[config.mk]
export PLATFORM = sky130hd
export DESIGN_NAME = d_serial_tx_flat
export DESIGN_NICKNAME = d
export VERILOG_FILES = /design/src/rtl/d_serial_tx_if.sv /design/src/rtl/d_serial_tx.sv /design/src/flat_wrapper.sv
export SDC_FILE = /design/constraint.sdc
export NUM_CORES = 1
export LEC_CHECK = 0
export ABC_CLOCK_PERIOD_IN_PS = 4410
export CORE_ASPECT_RATIO = 0.7
export CORE_UTILIZATION = 45
export DETAILED_ROUTE_END_ITERATION = 16
export HOLD_SLACK_MARGIN = 0.06
export PLACE_DENSITY = 0.78
export SYNTH_ARGS = -nofsm -noshare
export SYNTH_HDL_FRONTEND = slang
export SYNTH_SLANG_ARGS = --single-unit
[constraint.sdc]
create_clock -name clk -period 4.41 [get_ports clk]
set_input_delay 1.1025 -clock clk [delete_from_list [all_inputs] [get_ports clk]]
set_output_delay 1.1025 -clock clk [all_outputs]
set_load 0.1 [all_outputs]
[src/rtl/d_serial_tx_if.sv]
// Handshake and serial-line bundle for d_serial_tx.
// The master drives the word and load request; the slave (transmitter) drives ready, D, busy and done.
interface d_serial_tx_if #(
  parameter int WIDTH = 8
);
  logic [WIDTH-1:0] din;
  logic             load;
  logic             ready;
  logic             D;
  logic             busy;
  logic             done;

  modport master (output din, load, input ready, D, busy, done);
  modport slave  (input din, load, output ready, D, busy, done);
endinterface

[src/rtl/d_serial_tx.sv]
// LSB-first serial transmitter: start bit 0, WIDTH data bits, stop bit 1,
// each bit held DIV clocks. All outputs come straight from registers.
module d_serial_tx #(
  parameter int WIDTH = 8,
  parameter int DIV   = 4
) (
  input  logic          clk,
  input  logic          rst,
  d_serial_tx_if.slave  bus
);
  localparam int DIV_W = (DIV > 1) ? $clog2(DIV) : 1;
  localparam int BIT_W = $clog2(WIDTH + 1);
  localparam int NXT   = (WIDTH > 1) ? 1 : 0;

  typedef enum logic [1:0] {IDLE, START, DATA, STOP} state_t;

  state_t             state_q;
  logic [WIDTH-1:0]   sr_q;
  logic [DIV_W-1:0]   div_q;
  logic [BIT_W-1:0]   bit_q;
  logic               d_q;
  logic               ready_q;
  logic               busy_q;
  logic               done_q;
  logic               div_wrap;
  logic               bit_last;

  assign div_wrap = (div_q == DIV_W'(DIV - 1));
  assign bit_last = (bit_q == BIT_W'(WIDTH - 1));

  always_ff @(posedge clk or posedge rst) begin
    if (rst) begin
      state_q <= IDLE;
      sr_q    <= '0;
      div_q   <= '0;
      bit_q   <= '0;
      d_q     <= 1'b1;
      ready_q <= 1'b1;
      busy_q  <= 1'b0;
      done_q  <= 1'b0;
    end else begin
      done_q <= 1'b0;
      case (state_q)
        IDLE: begin
          if (bus.load) begin
            sr_q    <= bus.din;
            div_q   <= '0;
            bit_q   <= '0;
            d_q     <= 1'b0;
            ready_q <= 1'b0;
            busy_q  <= 1'b1;
            state_q <= START;
          end
        end
        START: begin
          if (div_wrap) begin
            div_q   <= '0;
            d_q     <= sr_q[0];
            state_q <= DATA;
          end else begin
            div_q <= div_q + DIV_W'(1);
          end
        end
        DATA: begin
          if (div_wrap) begin
            div_q <= '0;
            sr_q  <= sr_q >> 1;
            bit_q <= bit_q + BIT_W'(1);
            // D is registered, so load the bit that follows the shift now
            if (bit_last) begin
              d_q     <= 1'b1;
              state_q <= STOP;
            end else begin
              d_q <= sr_q[NXT];
            end
          end else begin
            div_q <= div_q + DIV_W'(1);
          end
        end
        STOP: begin
          if (div_wrap) begin
            div_q   <= '0;
            ready_q <= 1'b1;
            busy_q  <= 1'b0;
            done_q  <= 1'b1;
            state_q <= IDLE;
          end else begin
            div_q <= div_q + DIV_W'(1);
          end
        end
        default: state_q <= IDLE;
      endcase
    end
  end

  assign bus.D     = d_q;
  assign bus.ready = ready_q;
  assign bus.busy  = busy_q;
  assign bus.done  = done_q;
endmodule

[src/flat_wrapper.sv]
// flat-port wrapper written by rule: the top's interface ports become plain ports
module d_serial_tx_flat 
#(
  parameter int WIDTH = 8,
  parameter int DIV   = 4
)
  (clk, rst, bus_din, bus_load, bus_ready, bus_D, bus_busy, bus_done);
  d_serial_tx_if #(.WIDTH(WIDTH)) bus_i ();
  input  logic clk;
  input  logic rst;
  input wire logic [$bits(bus_i.din)-1:0] bus_din;
  input wire logic [$bits(bus_i.load)-1:0] bus_load;
  output wire logic [$bits(bus_i.ready)-1:0] bus_ready;
  output wire logic [$bits(bus_i.D)-1:0] bus_D;
  output wire logic [$bits(bus_i.busy)-1:0] bus_busy;
  output wire logic [$bits(bus_i.done)-1:0] bus_done;
  assign bus_i.din = bus_din;
  assign bus_i.load = bus_load;
  assign bus_ready = bus_i.ready;
  assign bus_D = bus_i.D;
  assign bus_busy = bus_i.busy;
  assign bus_done = bus_i.done;
  d_serial_tx #(.WIDTH(WIDTH), .DIV(DIV)) u_core (.clk(clk), .rst(rst), .bus(bus_i));
endmodule
==> results.toml, run 1 <==
[place]
place_congestion = 0.791
dp_hpwl_mm = 1.50
pre_cts_slack_ns = 1.66
portBuffers = 14

[cts]
h-tree-depth = 1
post_cts_buffers = 0
holdBufCountCts = 0
cts-buffers-inserted = 3
clock_latency_ns = 0.31
cts_resized = 0
cts_root_buf = "clkbuf_4"
clock_path_buffers = 2
cts_tree = "yes"
numClockSinks = 20
clk_pin_slew_ns = 0.12

[timing]
whs_ns = 0.509
finalHoldViolCount = 0
fin_ws_ns = 1.33
finalClockSkew_ns = 0.0138
finalCritPeriodShare_pct = 69.9
setup_violations = 0
fin_tns_setup_ns = 0
period_needed_ns = 3.08
rsz0062_at_grt = "no"
slew_violations = 0
max_freq_mhz = 324
max_slew_margin_pct = 35.7
worstMarginPinSlew_ns = 0.962

[synth]
seq_area_frac_synth_pct = 43.5
syn_nets = 127
synth_ff_type = "dfrtp_1"
syn_area_sq_um = 1160
synthTopCellsByArea = "dfrtp_1 39%, ha_1 8.7%, mux2i_1 6.9%"
yosysMostFrequentCell = "dfrtp_1"
synth_seq_cells = 20
ys_warn_count = 0
synth_cell_types = 38
synth_edf_count = 0
synth_top_area_share_pct = 39.0
synthTopCellsByCount = "18 x dfrtp_1, 10 x nor2_1, 8 x a21oi_1, 8 x ha_1, 8 x mux2i_1"
avgSynthCellArea_sq_um = 10.7
syn_inst = 108
yosysTopAreaCell = "dfrtp_1"
async_flop_share_pct = 100

[run]
drv_cap = 0

[setup_path]
critPathBufInv = 1
startpoint_type = "flip-flop"
crit_chain = "clkdlybuf4s50_1"
crit_family = "buffers and inverters"
startpoint = "u_core.bus.ready$_DFFE_PP1P_"
cp-end-kind = "output port"
reg2reg_from = "u_core.state_q[0]$_DFFE_PP0P_"
worstPathRequired_ns = 3.31
slowest_delay_ns = 1.13
crit_type = "reg -> out"
arrival_ns = 1.98
path_max_fanout = 3
cp_slowest_cell = "clkdlybuf4s50_1"

[hold_path]
min-delay-start = "u_core.div_q[1]$_DFFE_PP0P_"
hold_class = "reg -> reg"

[cells_and_area]
syn_to_final_growth_pct = 16.7
final-seq-area_sq_um = 503
nets = 141
final_core_util_pct = 59.2
fillers = 175
drive_above_1_share_pct = 20.7
antenna_cells = 0
multi_input_area_sq_um = 598

[global_routing]
track_usage_pct = 17.4
grt_pass1_vias = 777
grt_pass1_wl_mm = 3.55
grt_max_degree = 21
grt-ovfl-total = 0
antenna_found_initial = 0

[floorplan]
io_pins = 15
initial_core_util_pct = 50.8
core_area_sq_um = 2280
die-area_sq_um = 2780
std_cell_rows = 14
die_y_um = 44.4
die_x_um = 62.6

[route]
dr.pass1.iters = 4
wl_mm = 2.05
drtIter0Drc = 23
wire_per_inst_um = 13.4
viasPerCell = 5.15
num_vias = 788
postRouteAntennaNets = 0
drc = 0

[status]
status = "finished, final reports clean"

[power_and_ir_drop]
leakage_nw = 0.566
p_total_mw = 1.01
irDropWorstVdd_mv = 0.429
p_per_area_nw_per_um2 = 751
per-layer routing:
metal	wire length (um)	global-route usage [%]	part of all wire [%]
met1	1030	21.3	50
met2	904	27.8	44
met3	92	6.19	4.5
met4	23	8.37	1.1
met5	0	0	0
logic make-up after synthesis:
logic type	count (synthesis)	share of synthesized area, %
simple gates	35	17.9
mux	11	10.8
buf+inv	9	4.76
fa+ha+maj	8	8.66
compound gates	23	12.9
xor+xnor	2	1.52
flops	20	43.5
per-stage QoR:
stage / cell area [sq um] / std cells
2_1_floorplan: 1160 / 108
3_3_place_gp: 1300 / 149
3_5_place_dp: 1300 / 149
4_1_cts: 1350 / 153
5_1_grt: 1350 / 153
6_report: 1350 / 153
flip-flops by register name (all words and copies together), names as in the netlist:
signal and count:
u_core.bus.ready 1, u_core.bus.busy 1, u_core.bus.done 1, u_core.bit_q 4, u_core.sr_q 8, u_core.state_q 2, u_core.bus.D 1, u_core.div_q 2
final cells by class:
class	instances	area share (%)
multi-input cells	79	44.3
inverters	4	1.11
well taps	32	2.97
flip-flops and latches	20	37.3
repair buffers	14	10.4
clock buffers	3	1.67
clock inverters	1	2.23
placed cells by master (no fill, tap or decap), types with 2 or more instances in the layout:
master           count
a21oi_1              8
a21oi_2              3
clkbuf_4             3
clkdlybuf4s50_1     14
dfrtp_1             18
dfstp_2              2
ha_1                 8
inv_1                4
mux2_2               2
mux2i_1              8
nand2_1              7
nor2_1              10
nor2_2               3
nor3_2               2
o21ai_0              5
xnor2_1              2
power breakdown:
part	total, mW	switching, mW	internal, mW
sequential	0.318	0.0556	0.262
combinational	0.543	0.324	0.219
clock	0.151	0.0593	0.0920
total	1.01	0.439	0.573
path summary, 6_finish.rpt:
kind | to | slack (ns) | depth (start not counted)
worst max-delay path | bus_ready | 1.33 | 1
worst min-delay path | u_core.div_q[1]$_DFFE_PP0P_ | 0.51 | 2
worst max register to register | u_core.sr_q[0]$_DFFE_PP0P_ | 2.28 | 6
worst min register to register | u_core.div_q[1]$_DFFE_PP0P_ | 0.51 | 2
max in group asynchronous | u_core.sr_q[2]$_DFFE_PP0P_ | 2.70 | 2
min in group asynchronous | u_core.sr_q[6]$_DFFE_PP0P_ | 1.21 | 2
No activity file was read; power rests on OpenSTA's default activity.
==> run 2: changes to the inputs <==
--- a/config.mk
+++ b/config.mk
@@ -5,7 +5,7 @@
 export SDC_FILE = /design/constraint.sdc
 export NUM_CORES = 1
 export LEC_CHECK = 0
-export ABC_CLOCK_PERIOD_IN_PS = 4410
+export ABC_CLOCK_PERIOD_IN_PS = 3140
 export CORE_ASPECT_RATIO = 0.7
 export CORE_UTILIZATION = 45
 export DETAILED_ROUTE_END_ITERATION = 16
==> constraint.sdc (replaced) <==
create_clock -name clk -period 3.14 [get_ports clk]
set_input_delay 0.785 -clock clk [delete_from_list [all_inputs] [get_ports clk]]
set_output_delay 0.785 -clock clk [all_outputs]
set_load 0.1 [all_outputs]
==> run 2 against run 1 <==
  * Clock skew rose by 0.0029 ns
  * Worst hold slack improved by 0.025 ns
  * Global-route usage rose by 0.63 points
  * Die area did not move
==> results.toml, run 2 (synthesis gave the netlist of run 1 again) <==
[timing]
finalClockSkew_ns = 0.0166
setup_violations = 0
worstMarginPinSlew_ns = 0.761
finalHoldViolCount = 0
finalCritPeriodShare_pct = 63.8
rsz0062_at_grt = "no"
max_slew_margin_pct = 49.2
fin_tns_setup_ns = 0
period_needed_ns = 2.00
slew_violations = 0
whs_ns = 0.534
max_freq_mhz = 499

[place]
dp_hpwl_mm = 1.50
place_congestion = 0.772
portBuffers = 14
dp.cells = 150
placed_area_sq_um = 1290

[route]
wire_per_inst_um = 13.5
postRouteAntennaNets = 0
viasPerCell = 5.31
dr.pass1.iters = 4
drtIter0Drc = 42
wl_mm = 2.08
drc = 0
num_vias = 817

[floorplan]
die-area_sq_um = 2780
std_cell_rows = 14
die_x_um = 62.6
core_area_sq_um = 2280
io_pins = 15
initial_core_util_pct = 50.8
die_y_um = 44.4

[cts]
post_cts_buffers = 0
cts-buffers-inserted = 3
clock_path_buffers = 2
cts_root_buf = "clkbuf_4"
h-tree-depth = 1
clk_pin_slew_ns = 0.13
cts_tree = "yes"
clock_latency_ns = 0.32
cts_resized = 0
numClockSinks = 20
holdBufCountCts = 0

[run]
drv_cap = 0

[global_routing]
antenna_found_initial = 0
track_usage_pct = 18.0
grt-ovfl-total = 0
grt_pass1_vias = 850
grt_pass1_wl_mm = 3.72
grt_max_degree = 21

[cells_and_area]
fin_cells = 154
reg_top3 = "u_core.sr_q x8, u_core.bit_q x4"
final_cell_mix = "18 x dfrtp_1, 10 x nor2_1, 10 x clkdlybuf4s50_1"
largest_reg_flops = 8
syn_to_final_growth_pct = 16.5
drive_above_1_share_pct = 24.6
antenna_cells = 0
layout_commonest_cell = "dfrtp_1"
nets = 142
fillers = 186
final_area_sq_um = 1350
top_register = "u_core.sr_q"

[setup_path]
reg2reg_from = "u_core.state_q[0]$_DFFE_PP0P_"
r2r_slack_ns = 1.29
r2r_end = "u_core.sr_q[2]$_DFFE_PP0P_"
crit_type = "in -> reg"
cp_slowest_cell = "clkdlybuf4s50_1"
worstPathRequired_ns = 3.34
arrival_ns = 2.20
slowest_delay_ns = 0.61
path_max_fanout = 7
crit_chain = "clkdlybuf4s50_1, nand2b_2, o21ai_2, a21oi_1, mux2_2"
rr_worst_depth = 6
cp-end-kind = "flip-flop"
startpoint_type = "primary input"

[hold_path]
hold_class = "reg -> reg"
hold-path-endpoint = "u_core.bus.busy$_DFFE_PP0P_"
min-delay-start = "u_core.bus.busy$_DFFE_PP0P_"
holdPathStages = 2

[power_and_ir_drop]
p_per_area_nw_per_um2 = 1060
irDropWorstVdd_mv = 0.365
leakage_nw = 0.576
p_total_mw = 1.42

[status]
status = "finished, final reports clean"
[run 2: worst max path at each step]
stage                                     start                       endpoint  slack [ns]  cells after the start
finish                                 bus_load  u_core.state_q[1]$_DFFE_PP0P_        1.14                      5
global route                           bus_load  u_core.state_q[1]$_DFFE_PP0P_        1.07                      5
CTS                                    bus_load  u_core.state_q[1]$_DFFE_PP0P_        1.16                      5
detailed placement                     bus_load  u_core.state_q[1]$_DFFE_PP0P_        0.82                      5
global placement                       bus_load  u_core.state_q[1]$_DFFE_PP0P_        0.85                      5
floorplan           u_core.bus.busy$_DFFE_PP0P_                       bus_busy        1.44                      0
[run 2: final cells by class]
class,instances,area (sq um),share of cell area [%]
sequential,20,503,37.4
multi-input combinational,79,598,44.4
timing repair buffer,15,138,10.2
clock inverter,1,30.0,2.23
tap,32,40.0,2.97
inverter,4,15.0,1.12
clock buffer,3,22.5,1.67
[run 2: power breakdown]
part	internal (mW)	switching, mW	leakage [nW]
clock network	0.129	0.0849	0.0279
registers	0.368	0.0808	0.236
logic	0.307	0.455	0.312
total	0.804	0.620	0.576
[run 2: critical path, delay by kind of cell]
family,cells,cell delay (ns)
simple gates,1,0.21
buf+inv,1,0.61
compound gates,2,0.25
mux,1,0.35
[run 2: stage by stage]
| stage | utilization (%) | setup WS [ns] |
|---|---|---|
| floorplan | - | 1.44 |
| global placement | 56.8 | 0.849 |
| detailed placement | 56.8 | 0.820 |
| CTS | 59.1 | 1.16 |
| global route | 59.1 | 1.07 |
| finish | 59.1 | 1.14 |
[run 2: routing by layer]
| metal | track usage (%) | part of all wire, % |
|---|---|---|
| met5 | 0 | 0 |
| met3 | 5.67 | 4.9 |
| met4 | 8.84 | 1.9 |
| met2 | 28.0 | 44 |
| met1 | 23.1 | 49 |
==> run 3: changes to the inputs <==
--- a/config.mk
+++ b/config.mk
@@ -5,12 +5,12 @@
 export SDC_FILE = /design/constraint.sdc
 export NUM_CORES = 1
 export LEC_CHECK = 0
-export ABC_CLOCK_PERIOD_IN_PS = 3140
+export ABC_CLOCK_PERIOD_IN_PS = 1600
 export CORE_ASPECT_RATIO = 0.7
 export CORE_UTILIZATION = 45
 export DETAILED_ROUTE_END_ITERATION = 16
 export HOLD_SLACK_MARGIN = 0.06
-export PLACE_DENSITY = 0.78
+export PLACE_DENSITY = 0.81
 export SYNTH_ARGS = -nofsm -noshare
 export SYNTH_HDL_FRONTEND = slang
 export SYNTH_SLANG_ARGS = --single-unit
==> constraint.sdc (replaced) <==
create_clock -name clk -period 1.6 [get_ports clk]
set_input_delay 0.4 -clock clk [delete_from_list [all_inputs] [get_ports clk]]
set_output_delay 0.4 -clock clk [all_outputs]
set_load 0.1 [all_outputs]
==> run 3 against run 2 <==
  * Sequential share of layout area decreased by 5.9 points
  * Clock power increased by 18%
  * Power increased by 140%
  * Largest cell class unchanged
  * Core utilization increased by 11 points
  * Cell area increased by 19%
  * Die area unchanged
  * Critical path type is now reg -> reg
  * Clock skew decreased by 0.0078 ns
  * Wire length increased by 27%
  * Clock-buffer cell count unchanged
  * Critical endpoint is now u_core.sr_q[1]$_DFFE_PP0P_
  * The flow now finishes with violations (setup timing)
  * Critical path depth increased by 2
  * First-iteration DRC count increased by 52%
  * Sequential power increased by 110%
==> results.toml, run 3 (synthesis gave the netlist of run 1 again) <==
[place]
portBuffers = 14
placed_area_sq_um = 1430
pre_cts_slack_ns = -0.243
place_congestion = 0.784
dp_hpwl_mm = 1.86
dp.cells = 162

[cts]
clock_latency_ns = 0.31
cts-buffers-inserted = 3
holdBufCountCts = 0
clk_pin_slew_ns = 0.12
numClockSinks = 20
h-tree-depth = 1
clock_path_buffers = 2
cts_tree = "yes"
cts_root_buf = "clkbuf_4"

[timing]
finalClockSkew_ns = 0.00877
period_needed_ns = 1.62
max_slew_margin_pct = 81.0
whs_ns = 0.398
rsz0062_at_grt = "yes"
max_freq_mhz = 617
finalHoldViolCount = 0
fin_tns_setup_ns = -0.0197
finalCritPeriodShare_pct = 101
slew_violations = 0
worstMarginPinSlew_ns = 0.279
setup_violations = 1
fin_ws_ns = -0.0197

[route]
drc = 0
num_vias = 896
drtIter0Drc = 64
dr.pass1.iters = 4
postRouteAntennaNets = 0
wire_per_inst_um = 15.5
viasPerCell = 5.27
wl_mm = 2.64

[cells_and_area]
syn_to_final_growth_pct = 38.1
final_core_util_pct = 70.1
top_register = "u_core.sr_q"
reg_top3 = "u_core.sr_q x8, u_core.bit_q x4"
final_cell_mix = "18 x dfrtp_1, 16 x buf_4, 10 x clkdlybuf4s50_1, 8 x mux2i_1"
fillers = 150
fin_cells = 170
layout_commonest_cell = "dfrtp_1"
largest_reg_flops = 8
drive_above_1_share_pct = 42.8
nets = 159
antenna_cells = 0
final_area_sq_um = 1600

[setup_path]
crit_chain = "buf_4, ha_2, and2b_4, nor2_4, buf_6, nor2_2, a21oi_1"
r2r_end = "u_core.sr_q[1]$_DFFE_PP0P_"
reg2reg_from = "u_core.state_q[1]$_DFFE_PP0P_"
startpoint = "u_core.state_q[1]$_DFFE_PP0P_"
r2r_slack_ns = -0.02
startpoint_type = "flip-flop"
cp_slowest_cell = "dfrtp_1"
worstPathRequired_ns = 1.83
worstSetupEndpoint = "u_core.sr_q[1]$_DFFE_PP0P_"
path_max_fanout = 6
rr_worst_depth = 7
arrival_ns = 1.85
cp-end-kind = "flip-flop"
slowest_delay_ns = 0.44
crit_type = "reg -> reg"

[status]
violations = "setup timing"
status = "complete, but fails checks"

[floorplan]
initial_core_util_pct = 50.8
std_cell_rows = 14
die_y_um = 44.4
io_pins = 15
die-area_sq_um = 2780
core_area_sq_um = 2280
die_x_um = 62.6

[power_and_ir_drop]
leakage_nw = 0.669
p_total_mw = 3.42
irDropWorstVdd_mv = 1.16
p_per_area_nw_per_um2 = 2140

[global_routing]
track_usage_pct = 20.8
antenna_found_initial = 0
grt_pass1_vias = 881
grt-ovfl-total = 0
grt_max_degree = 21
grt_pass1_wl_mm = 4.22

[run]
drv_cap = 0

[hold_path]
hold_class = "in -> async"
## run 3: power by group
group	switching (mW)	total (mW)	internal, mW
sequential	0.213	0.937	0.723
clock	0.164	0.253	0.0882
combinational	1.13	2.23	1.11
## run 3: cell type report
| class | instances | area [sq um] | share of cell area (%) |
|---|---|---|---|
| Inverter | 4 | 15.0 | 0.940 |
| Sequential cell | 20 | 503 | 31.5 |
| Multi-Input combinational cell | 79 | 684 | 42.9 |
| Timing Repair Buffer | 32 | 332 | 20.8 |
| Tap cell | 32 | 40.0 | 2.51 |
| Clock buffer | 3 | 22.5 | 1.41 |
## run 3: worst min-delay path by stage
stage                                           start                       endpoint
final                                             rst    u_core.bit_q[2]$_DFFE_PP0P_
after CTS                                         rst  u_core.state_q[0]$_DFFE_PP0P_
after global routing                              rst    u_core.bit_q[2]$_DFFE_PP0P_
after floorplan                                   rst    u_core.bit_q[0]$_DFFE_PP0P_
after global placement    u_core.div_q[1]$_DFFE_PP0P_    u_core.div_q[1]$_DFFE_PP0P_
after detailed placement  u_core.div_q[1]$_DFFE_PP0P_    u_core.div_q[1]$_DFFE_PP0P_
## run 3: worst max-delay path: cells and delay by family, from the launching register on
kind	cells	cell delay [ns]
and+or+nand+nor	3	0.40
AOI/OAI and AO/OA	1	0.16
buffers and inverters	2	0.31
DFF	1	0.44
adders and majority gates	1	0.22
## run 3: timing repair
| action | 4_1_cts | 5_1_grt |
|---|---|---|
| buffers inserted | 4 | 1 |
| pin swaps | 3 | 2 |
| gates resized for setup | 11 | 12 |
| setup endpoints to repair | 15 | 11 |
## run 3: metal layers
metal	vias to the layer above	GRT usage (%)	routed length [um]
met5	-	0	0
met4	0	10.2	47
met3	4	5.67	132
met2	26	34.3	1250
met1	432	25.9	1210
li1	434	-	-
